**config.mk**
```make
export PLATFORM = sky130hd
export DESIGN_NAME = gem_clct_window_builder
export DESIGN_NICKNAME = d
export VERILOG_FILES = /design/src/rtl/gem_clct_window_builder_pkg.sv /design/src/rtl/gem_clct_absdiff.sv /design/src/rtl/gem_clct_window_builder.sv
export SDC_FILE = /design/constraint.sdc
export NUM_CORES = 1
export LEC_CHECK = 0
export BUFFER_PORTS_ARGS = -buffer_cell sky130_fd_sc_hd__buf_2
export CAP_MARGIN = 20
export CORE_ASPECT_RATIO = 1.25
export CORE_MARGIN = 5
export CORE_UTILIZATION = 30
export CTS_BUF_LIST = sky130_fd_sc_hd__clkbuf_4 sky130_fd_sc_hd__clkbuf_8
export DETAILED_ROUTE_END_ITERATION = 16
export PLACE_DENSITY = 0.51
export SLEW_MARGIN = 10
export SYNTH_ARGS = -nofsm -noshare
export SYNTH_HDL_FRONTEND = slang
export SYNTH_SLANG_ARGS = --single-unit
```
**constraint.sdc**
```tcl
create_clock -name clock -period 4.97 [get_ports clock]
set_input_delay 0.7455 -clock clock [delete_from_list [all_inputs] [get_ports clock]]
set_output_delay 0.7455 -clock clock [all_outputs]
set_load 0.01 [all_outputs]
```
**src/rtl/gem_clct_window_builder_pkg.sv**
```systemverilog
// Shared constants, FSM encoding and the delta-to-magnitude helper for the
// GEM-CLCT window builder.
package gem_clct_window_builder_pkg;

   localparam int MXXKY = 10;
   localparam int NSLOT = 8;

   localparam logic [MXXKY-1:0] PRI_NULL = 10'h3FF;
   localparam logic [MXXKY-1:0] PRI_SAT  = 10'h3FE;

   typedef enum logic [1:0] {
      ST_IDLE = 2'd0,
      ST_DIFF = 2'd1,
      ST_OUT  = 2'd2
   } state_e;

   // |delta| always fits in MXXKY bits because both operands are MXXKY-bit unsigned.
   function automatic logic [MXXKY-1:0] abs_delta(input logic [MXXKY:0] d);
      return d[MXXKY] ? (~d[MXXKY-1:0] + 10'd1) : d[MXXKY-1:0];
   endfunction

endpackage

```
**src/rtl/gem_clct_absdiff.sv**
```systemverilog
// Per-slot bending-angle stage: magnitude, window compare, null/saturate
// selection, registered when the builder is in OUT.
module gem_clct_absdiff
   import gem_clct_window_builder_pkg::*;
(
   input  logic             clk_i,
   input  logic             rst_i,
   input  logic             load_i,
   input  logic [MXXKY:0]   delta_i,
   input  logic             slot_vld_i,
   input  logic [MXXKY-1:0] slot_xky_i,
   input  logic [MXXKY-1:0] win_i,
   output logic [MXXKY-1:0] pri_o,
   output logic [MXXKY-1:0] xky_o
);

   logic [MXXKY-1:0] abs_s;
   logic [MXXKY-1:0] pri_d, pri_q;
   logic [MXXKY-1:0] xky_d, xky_q;

   always_comb begin
      abs_s = abs_delta(delta_i);
      pri_d = PRI_NULL;
      xky_d = 10'd0;
      // A valid in-window slot must never tie with the null priority.
      if (slot_vld_i && (abs_s <= win_i)) begin
         pri_d = (abs_s == PRI_NULL) ? PRI_SAT : abs_s;
         xky_d = slot_xky_i;
      end else begin
         pri_d = PRI_NULL;
         xky_d = 10'd0;
      end
   end

   always_ff @(posedge clk_i) begin
      if (rst_i) begin
         pri_q <= PRI_NULL;
         xky_q <= 10'd0;
      end else if (load_i) begin
         pri_q <= pri_d;
         xky_q <= xky_d;
      end else begin
         pri_q <= pri_q;
         xky_q <= xky_q;
      end
   end

   assign pri_o = pri_q;
   assign xky_o = xky_q;

endmodule

```
**src/rtl/gem_clct_window_builder.sv**
```systemverilog
// GEM cluster slot buffer plus snapshot/delta/output pipeline that feeds the
// smallest-angle encoder with 8 priority/xky pairs per CLCT trigger.
module gem_clct_window_builder
   import gem_clct_window_builder_pkg::*;
(
   input  logic                     clock,
   input  logic                     global_reset,
   input  logic                     gem_vld,
   input  logic [MXXKY-1:0]         gem_xky,
   input  logic                     gem_clr,
   input  logic                     clct_vpf,
   input  logic [MXXKY-1:0]         clct_xky,
   input  logic [MXXKY-1:0]         match_win,
   output logic [NSLOT*MXXKY-1:0]   win_pri,
   output logic [NSLOT*MXXKY-1:0]   gem_xky_out,
   output logic                     pri_vld,
   output logic                     busy,
   output logic                     clct_drop,
   output logic [3:0]               gem_cnt,
   output logic                     gem_ovf
);

   state_e           state_q, state_d;
   logic [MXXKY-1:0] slot_xky_q [NSLOT];
   logic [MXXKY-1:0] slot_xky_d [NSLOT];
   logic [NSLOT-1:0] slot_vld_q, slot_vld_d;
   logic [3:0]       gem_cnt_q, gem_cnt_d;
   logic             gem_ovf_q, gem_ovf_d;

   logic [MXXKY-1:0] snap_xky_q [NSLOT];
   logic [NSLOT-1:0] snap_vld_q;
   logic [MXXKY-1:0] snap_clct_q;
   logic [MXXKY-1:0] snap_win_q;
   logic [MXXKY:0]   delta_q [NSLOT];

   logic             pri_vld_q, busy_q, clct_drop_q;

   // Clear takes effect before a same-cycle write, so that write lands in slot 0.
   always_comb begin
      slot_xky_d = slot_xky_q;
      slot_vld_d = slot_vld_q;
      gem_cnt_d  = gem_cnt_q;
      gem_ovf_d  = gem_ovf_q;
      if (gem_clr) begin
         slot_vld_d = '0;
         gem_cnt_d  = 4'd0;
         gem_ovf_d  = 1'b0;
      end else begin
         gem_cnt_d  = gem_cnt_q;
      end
      if (gem_vld) begin
         if (gem_cnt_d < 4'(NSLOT)) begin
            slot_xky_d[gem_cnt_d[2:0]] = gem_xky;
            slot_vld_d[gem_cnt_d[2:0]] = 1'b1;
            gem_cnt_d                  = gem_cnt_d + 4'd1;
         end else begin
            gem_ovf_d = 1'b1;
         end
      end else begin
         gem_ovf_d = gem_ovf_d;
      end
   end

   always_comb begin
      state_d = state_q;
      case (state_q)
         ST_IDLE: if (clct_vpf) state_d = ST_DIFF; else state_d = ST_IDLE;
         ST_DIFF: state_d = ST_OUT;
         ST_OUT:  state_d = ST_IDLE;
         default: state_d = ST_IDLE;
      endcase
   end

   always_ff @(posedge clock) begin
      if (global_reset) begin
         state_q     <= ST_IDLE;
         slot_vld_q  <= '0;
         gem_cnt_q   <= 4'd0;
         gem_ovf_q   <= 1'b0;
         pri_vld_q   <= 1'b0;
         busy_q      <= 1'b0;
         clct_drop_q <= 1'b0;
         for (int k = 0; k < NSLOT; k++) slot_xky_q[k] <= 10'd0;
      end else begin
         state_q     <= state_d;
         slot_xky_q  <= slot_xky_d;
         slot_vld_q  <= slot_vld_d;
         gem_cnt_q   <= gem_cnt_d;
         gem_ovf_q   <= gem_ovf_d;
         pri_vld_q   <= (state_q == ST_OUT);
         busy_q      <= (state_d != ST_IDLE);
         clct_drop_q <= clct_vpf && (state_q != ST_IDLE);
      end
   end

   // Snapshot decouples the in-flight compute from later buffer traffic.
   always_ff @(posedge clock) begin
      if (global_reset) begin
         snap_vld_q  <= '0;
         snap_clct_q <= 10'd0;
         snap_win_q  <= 10'd0;
         for (int k = 0; k < NSLOT; k++) begin
            snap_xky_q[k] <= 10'd0;
            delta_q[k]    <= 11'd0;
         end
      end else begin
         if ((state_q == ST_IDLE) && clct_vpf) begin
            snap_xky_q  <= slot_xky_q;
            snap_vld_q  <= slot_vld_q;
            snap_clct_q <= clct_xky;
            snap_win_q  <= match_win;
         end
         if (state_q == ST_DIFF) begin
            for (int k = 0; k < NSLOT; k++)
               delta_q[k] <= {1'b0, snap_xky_q[k]} - {1'b0, snap_clct_q};
         end
      end
   end

   for (genvar k = 0; k < NSLOT; k++) begin : g_slot
      gem_clct_absdiff u_absdiff (
         .clk_i      (clock),
         .rst_i      (global_reset),
         .load_i     (state_q == ST_OUT),
         .delta_i    (delta_q[k]),
         .slot_vld_i (snap_vld_q[k]),
         .slot_xky_i (snap_xky_q[k]),
         .win_i      (snap_win_q),
         .pri_o      (win_pri[k*MXXKY +: MXXKY]),
         .xky_o      (gem_xky_out[k*MXXKY +: MXXKY])
      );
   end

   assign pri_vld   = pri_vld_q;
   assign busy      = busy_q;
   assign clct_drop = clct_drop_q;
   assign gem_cnt   = gem_cnt_q;
   assign gem_ovf   = gem_ovf_q;

endmodule

```
After elaboration in Yosys (flattened, before gate mapping)
Memories as Yosys holds them, arrays and structs flattened.
Index checks and enable logic that the tools add are counted.

operators by class
  add/sub/neg operators = 17
  multiply operators = 0
  divide/modulo/power cells = 0
  $lt $le $gt $ge = 13
  equality and inequality tests = 10
  shift operators = 0
  mux-type cells = 61
  bitwise logic cells = 18
  reduce and logical (&&, ||, !) cells = 16

operators by type and width
  cell                   count
  $mux 10                33
  $mux 11                8
  $sub 10x10->11         8
  $add 10x1->10 const B  8
  $bwmux 80              1
  $eq 10x10->1 const B   8
  $le 10x10->1           8
  $not 10->10            8
  $demux 10 s3           1
  $mux 8                 3
  $logic_and 1x1->1      12
  $mux 4                 3
  $mux 1                 10
  $or 1x1->1             8
  $or 8x8->8             1
  $add 4x1->4 const B    1
  $ge 4x4->1 const B     1
  $lt 3x4->1 const B     1
  $lt 4x1->1 const B     1
  $lt 4x4->1 const B     1
  $not 3->4              1
  $pmux 2 s2             1
  $reduce_bool 2->1      2
  $demux 1 s3            1
  5 further kinds        5

storage, ports and cells
  register bits after elaboration = 366
  bits in latches = 0
  RAM bits = 88
  bits in read-only memories = 0
  bits of input ports = 35
  output and inout port bits = 168
  memories = 1

memories
  name     words  bits a word  rd ports  clocked after memory_dff  write ports  line                           source
  delta_q  8      11           8         0                         8            gem_clct_window_builder.sv:34  logic [MXXKY:0] delta_q [NSLOT];

Longest topological paths before layout
  depth in word-level cells = 8
  gate-level depth with buffers = 14
  mapped depth without buffers = 13

Hierarchy
Synthesis repeated with hierarchy kept, for this count alone.

second synthesis, totals
  cell total of the unflattened synthesis = 2,923
  area total of the unflattened synthesis = 25,398.1 um^2

by module, submodules not included
  module                                      times used  cells an instance  area an instance (um^2)
  gem_clct_window_builder                     1           1,502              13,540.5
  gem_clct_absdiff (g_slot[0].u_absdiff ...)  7           180                1,507.7
  gem_clct_absdiff (g_slot[5].u_absdiff)      1           161                1,303.8

Least setup slack after synthesis
No wires, ideal clock.

  path type = input port to flip-flop
  start point = input port global_reset
  end point = memory delta_q[0][0] (netlist name), enable pin
  arrival = 3.663 ns
  required time = 4.509 ns
  path slack = 0.846 ns
  stages = 4
  buffers on the path = 3
  cells stage by stage = clkbuf_1 clkbuf_1 clkbuf_1 nand2b_1

RTL lines
  item                line                           source
  start: declaration  gem_clct_window_builder.sv:7   input logic global_reset,
  end: declaration    gem_clct_window_builder.sv:34

==> qor.yml <==
numCtsBuffers: 77
critical_path_required_ns: 5.57
gp_congestion: 0.875
dr_wl_met3_um: 4050
wl_per_cell_um: 19.7
crit_family: "compound AO/OA/AOI/OAI gates"
cts.path.max_buffers: 3
grt_remaining_overflow: 0
place_area_um2: 25000
final_cells: 3829
leakage_nw: 10.4
fillers: 7837
first_global_vias: 18700
dr.pass1.iters: 6
netlist_area_um2: 23100
met2_length_um: 34200
ant_nets: 0
finalClockSkew_ns: 0.0433
insertion_delay_ns: 0.68
start_util_pct: 30.3
critPathBufInv: 2
hold_viol: 0
cts_resized: 0
status: "complete, no violations"
rsz0062_at_grt: "no"
mostFrequentLayoutCell: "dfxtp_1"
synth_cells: 2647
worstPathMaxFanout: 14
ir_worst_vdd_uv: 169
hold_buffers: 0
critPathCaptureType: "flip-flop"
fin_crit_ns: 4.03
antenna_found_initial: 2
highest_layer: "met4"
vias_per_cell: 5.10
dp_cells: 3692
dp_worst_setup_slack_ns: 1.01
tightest_slew_ns: 1.16
die_width_um: 258
hp-class: "in2reg"
num_vias: 19500
cts_tree: "done"
synth_ff_type: "dfxtp_1"
synth_edf_count: 88
cts_setup_buffers: 0
multi_input_area_um2: 12200
io_pins: 203
async_flop_share_pct: 0
syn_area_per_cell_um2: 8.72
grt_max_degree: 204
slowest_stage: "o22ai_2"
finalNetCount: 3006
clk_pin_slew_ns: 0.06
die_area_um2: 82700
layout_common_cells: "366 x dfxtp_1, 339 x nand2_1, 269 x nor2_1"
drc: 0
die_y_um: 320
crit_type: "reg2reg"
syn-num-nets: 2859
maxCapViolations: 0
area.sequential_um2: 9970
synth_seq_cells: 454
final.setup.tns_ns: 0
holdWs_ns: 0.308
grt_use_total_pct: 17.5
synthTopCellsByArea: "dfxtp_1 32%, edfxtp_1 11%, ha_1 9.2%"
path_cells: "inv_1 > ha_1 > or4b_1 > o21ai_0 > xnor2_1 > ha_1 > and3_1 > nand4_1 > o21ai_0 > o22ai_2 > buf_4 > nand3_1 > a21oi_1"
htreeDepth: 3
fin_area_um2: 26700
cts.sinks: 454
port_buffers: 202
cp_slowest_stage_delay_ns: 0.91
power.density_nw_per_um2: 336
slew_headroom_pct: 22.4
post-synth-top-area-cell: "dfxtp_1"
core_area_um2: 76200
cts_root_buffer: "clkbuf_8"
period_share_pct: 81.1
crit_arrival_ns: 4.63
ys_seq_area_share_pct: 43.2
synth_top_area_share_pct: 31.7
grt_first_pass_wirelength_um: 114000
fin_ws_ns: 0.940
yosysWarnings: 0
drive_gt1_share_pct: 15.4
drt_iter0_drc: 1276
critPathLaunchType: "flip-flop"
synth.distinct_cells: 68
fmax_mhz: 248
routed_wl_um: 75300
setup_viol: 0
met1_length_um: 34200
drv_slew: 0
num_rows: 113
dp_hpwl_um: 55600
area_growth_pct: 15.7
[final timing paths]
| path | start | endpoint | slack (ns) | cells past startpoint |
|---|---|---|---|---|
| min reg2reg | g_slot[3].u_absdiff.xky_o[2]$_SDFFE_PP0P_ | g_slot[3].u_absdiff.xky_o[2]$_SDFFE_PP0P_ | 0.45 | 2 |
| max | delta_q[1][22]$_SDFFCE_PP0P_ | g_slot[6].u_absdiff.xky_o[5]$_SDFFE_PP0P_ | 0.94 | 13 |
| min | clct_xky[2] | snap_clct_q[2]$_SDFFE_PP0P_ | 0.31 | 3 |
| max reg2reg | delta_q[1][22]$_SDFFCE_PP0P_ | g_slot[6].u_absdiff.xky_o[5]$_SDFFE_PP0P_ | 0.94 | 13 |
[synthesized netlist by cell type (10+ instances only)]
master,number
dfxtp_1,366
nand2_1,340
nor2_1,269
a21oi_1,267
ha_1,169
clkbuf_1,146
inv_1,108
nand3_1,96
edfxtp_1,88
mux2i_1,80
o21ai_0,77
xnor2_1,58
nor3_1,56
or2_2,53
o21a_1,49
a31oi_1,39
nand2b_1,35
nor2b_1,31
xor2_1,31
nand4_1,26
or4_1,26
a211oi_1,23
o31ai_1,21
o31a_1,18
o41ai_1,18
a21o_1,17
buf_1,11
or3_1,11
a211o_1,10
[registers in the layout (all words and copies together) (netlist names)]
| signal | cells |
|---|---|
| g_slot.u_absdiff.pri_o | 80 |
| snap_xky_q | 80 |
| snap_clct_q | 10 |
| gem_cnt | 4 |
| g_slot.u_absdiff.xky_o | 80 |
| slot_vld_q | 8 |
| delta_q | 88 |
| snap_win_q | 10 |
| slot_xky_q | 80 |
| pri_vld | 1 |
| busy | 1 |
| clct_drop | 1 |
| snap_vld_q | 8 |
| state_q | 2 |
| gem_ovf | 1 |
[cell type report]
cell class / count / area share, %
multi-input combinational: 1926 / 45.7
clock inverter: 20 / 0.997
timing repair buffer: 226 / 4.56
clock buffer: 116 / 5.34
inverter: 109 / 1.53
tap: 977 / 4.57
sequential: 454 / 37.3
antenna: 1 / 0.00937
[cells by family (layout without fill, tap and decap cells)]
kind of cell	Yosys count	count (layout)	share of synthesized area, %
buf+inv	267	471	4.35
mux	80	80	3.47
fa+ha+maj	177	177	9.85
other cells	0	1	0
compound gates	597	597	16.1
simple gates	983	983	19.7
xor+xnor	89	89	3.38
flops	454	454	43.2
[routing by layer]
layer	vias up	track usage, %
li1	9608	-
met1	9174	23.7
met3	153	2.61
met4	0	7.18
met5	-	0
met2	590	28.1
[worst min-delay path: cells and delay by family]
family,cells,cell delay (ns)
buf+inv,1,0.10
simple gates,1,0.04
compound gates,1,0.05
[power breakdown]
group / leakage (nW) / switching [W] / internal [W]
logic: 5.65 / 0.000813 / 0.000483
clock network: 0.881 / 0.00157 / 0.00215
registers: 3.88 / 0.000109 / 0.00386
total: 10.4 / 0.00249 / 0.00649
[stage by stage]
| stage | utilization [%] | power, W |
|---|---|---|
| 3_5_place_dp | 32.8 | 0.00533 |
| 6_report | 35.1 | 0.00898 |
| 2_1_floorplan | - | 0.00496 |
| 5_1_grt | 35.1 | 0.00942 |
| 4_1_cts | 35.1 | 0.00910 |
| 3_3_place_gp | 32.8 | 0.00530 |
No activity file was read; power rests on OpenSTA's default activity.
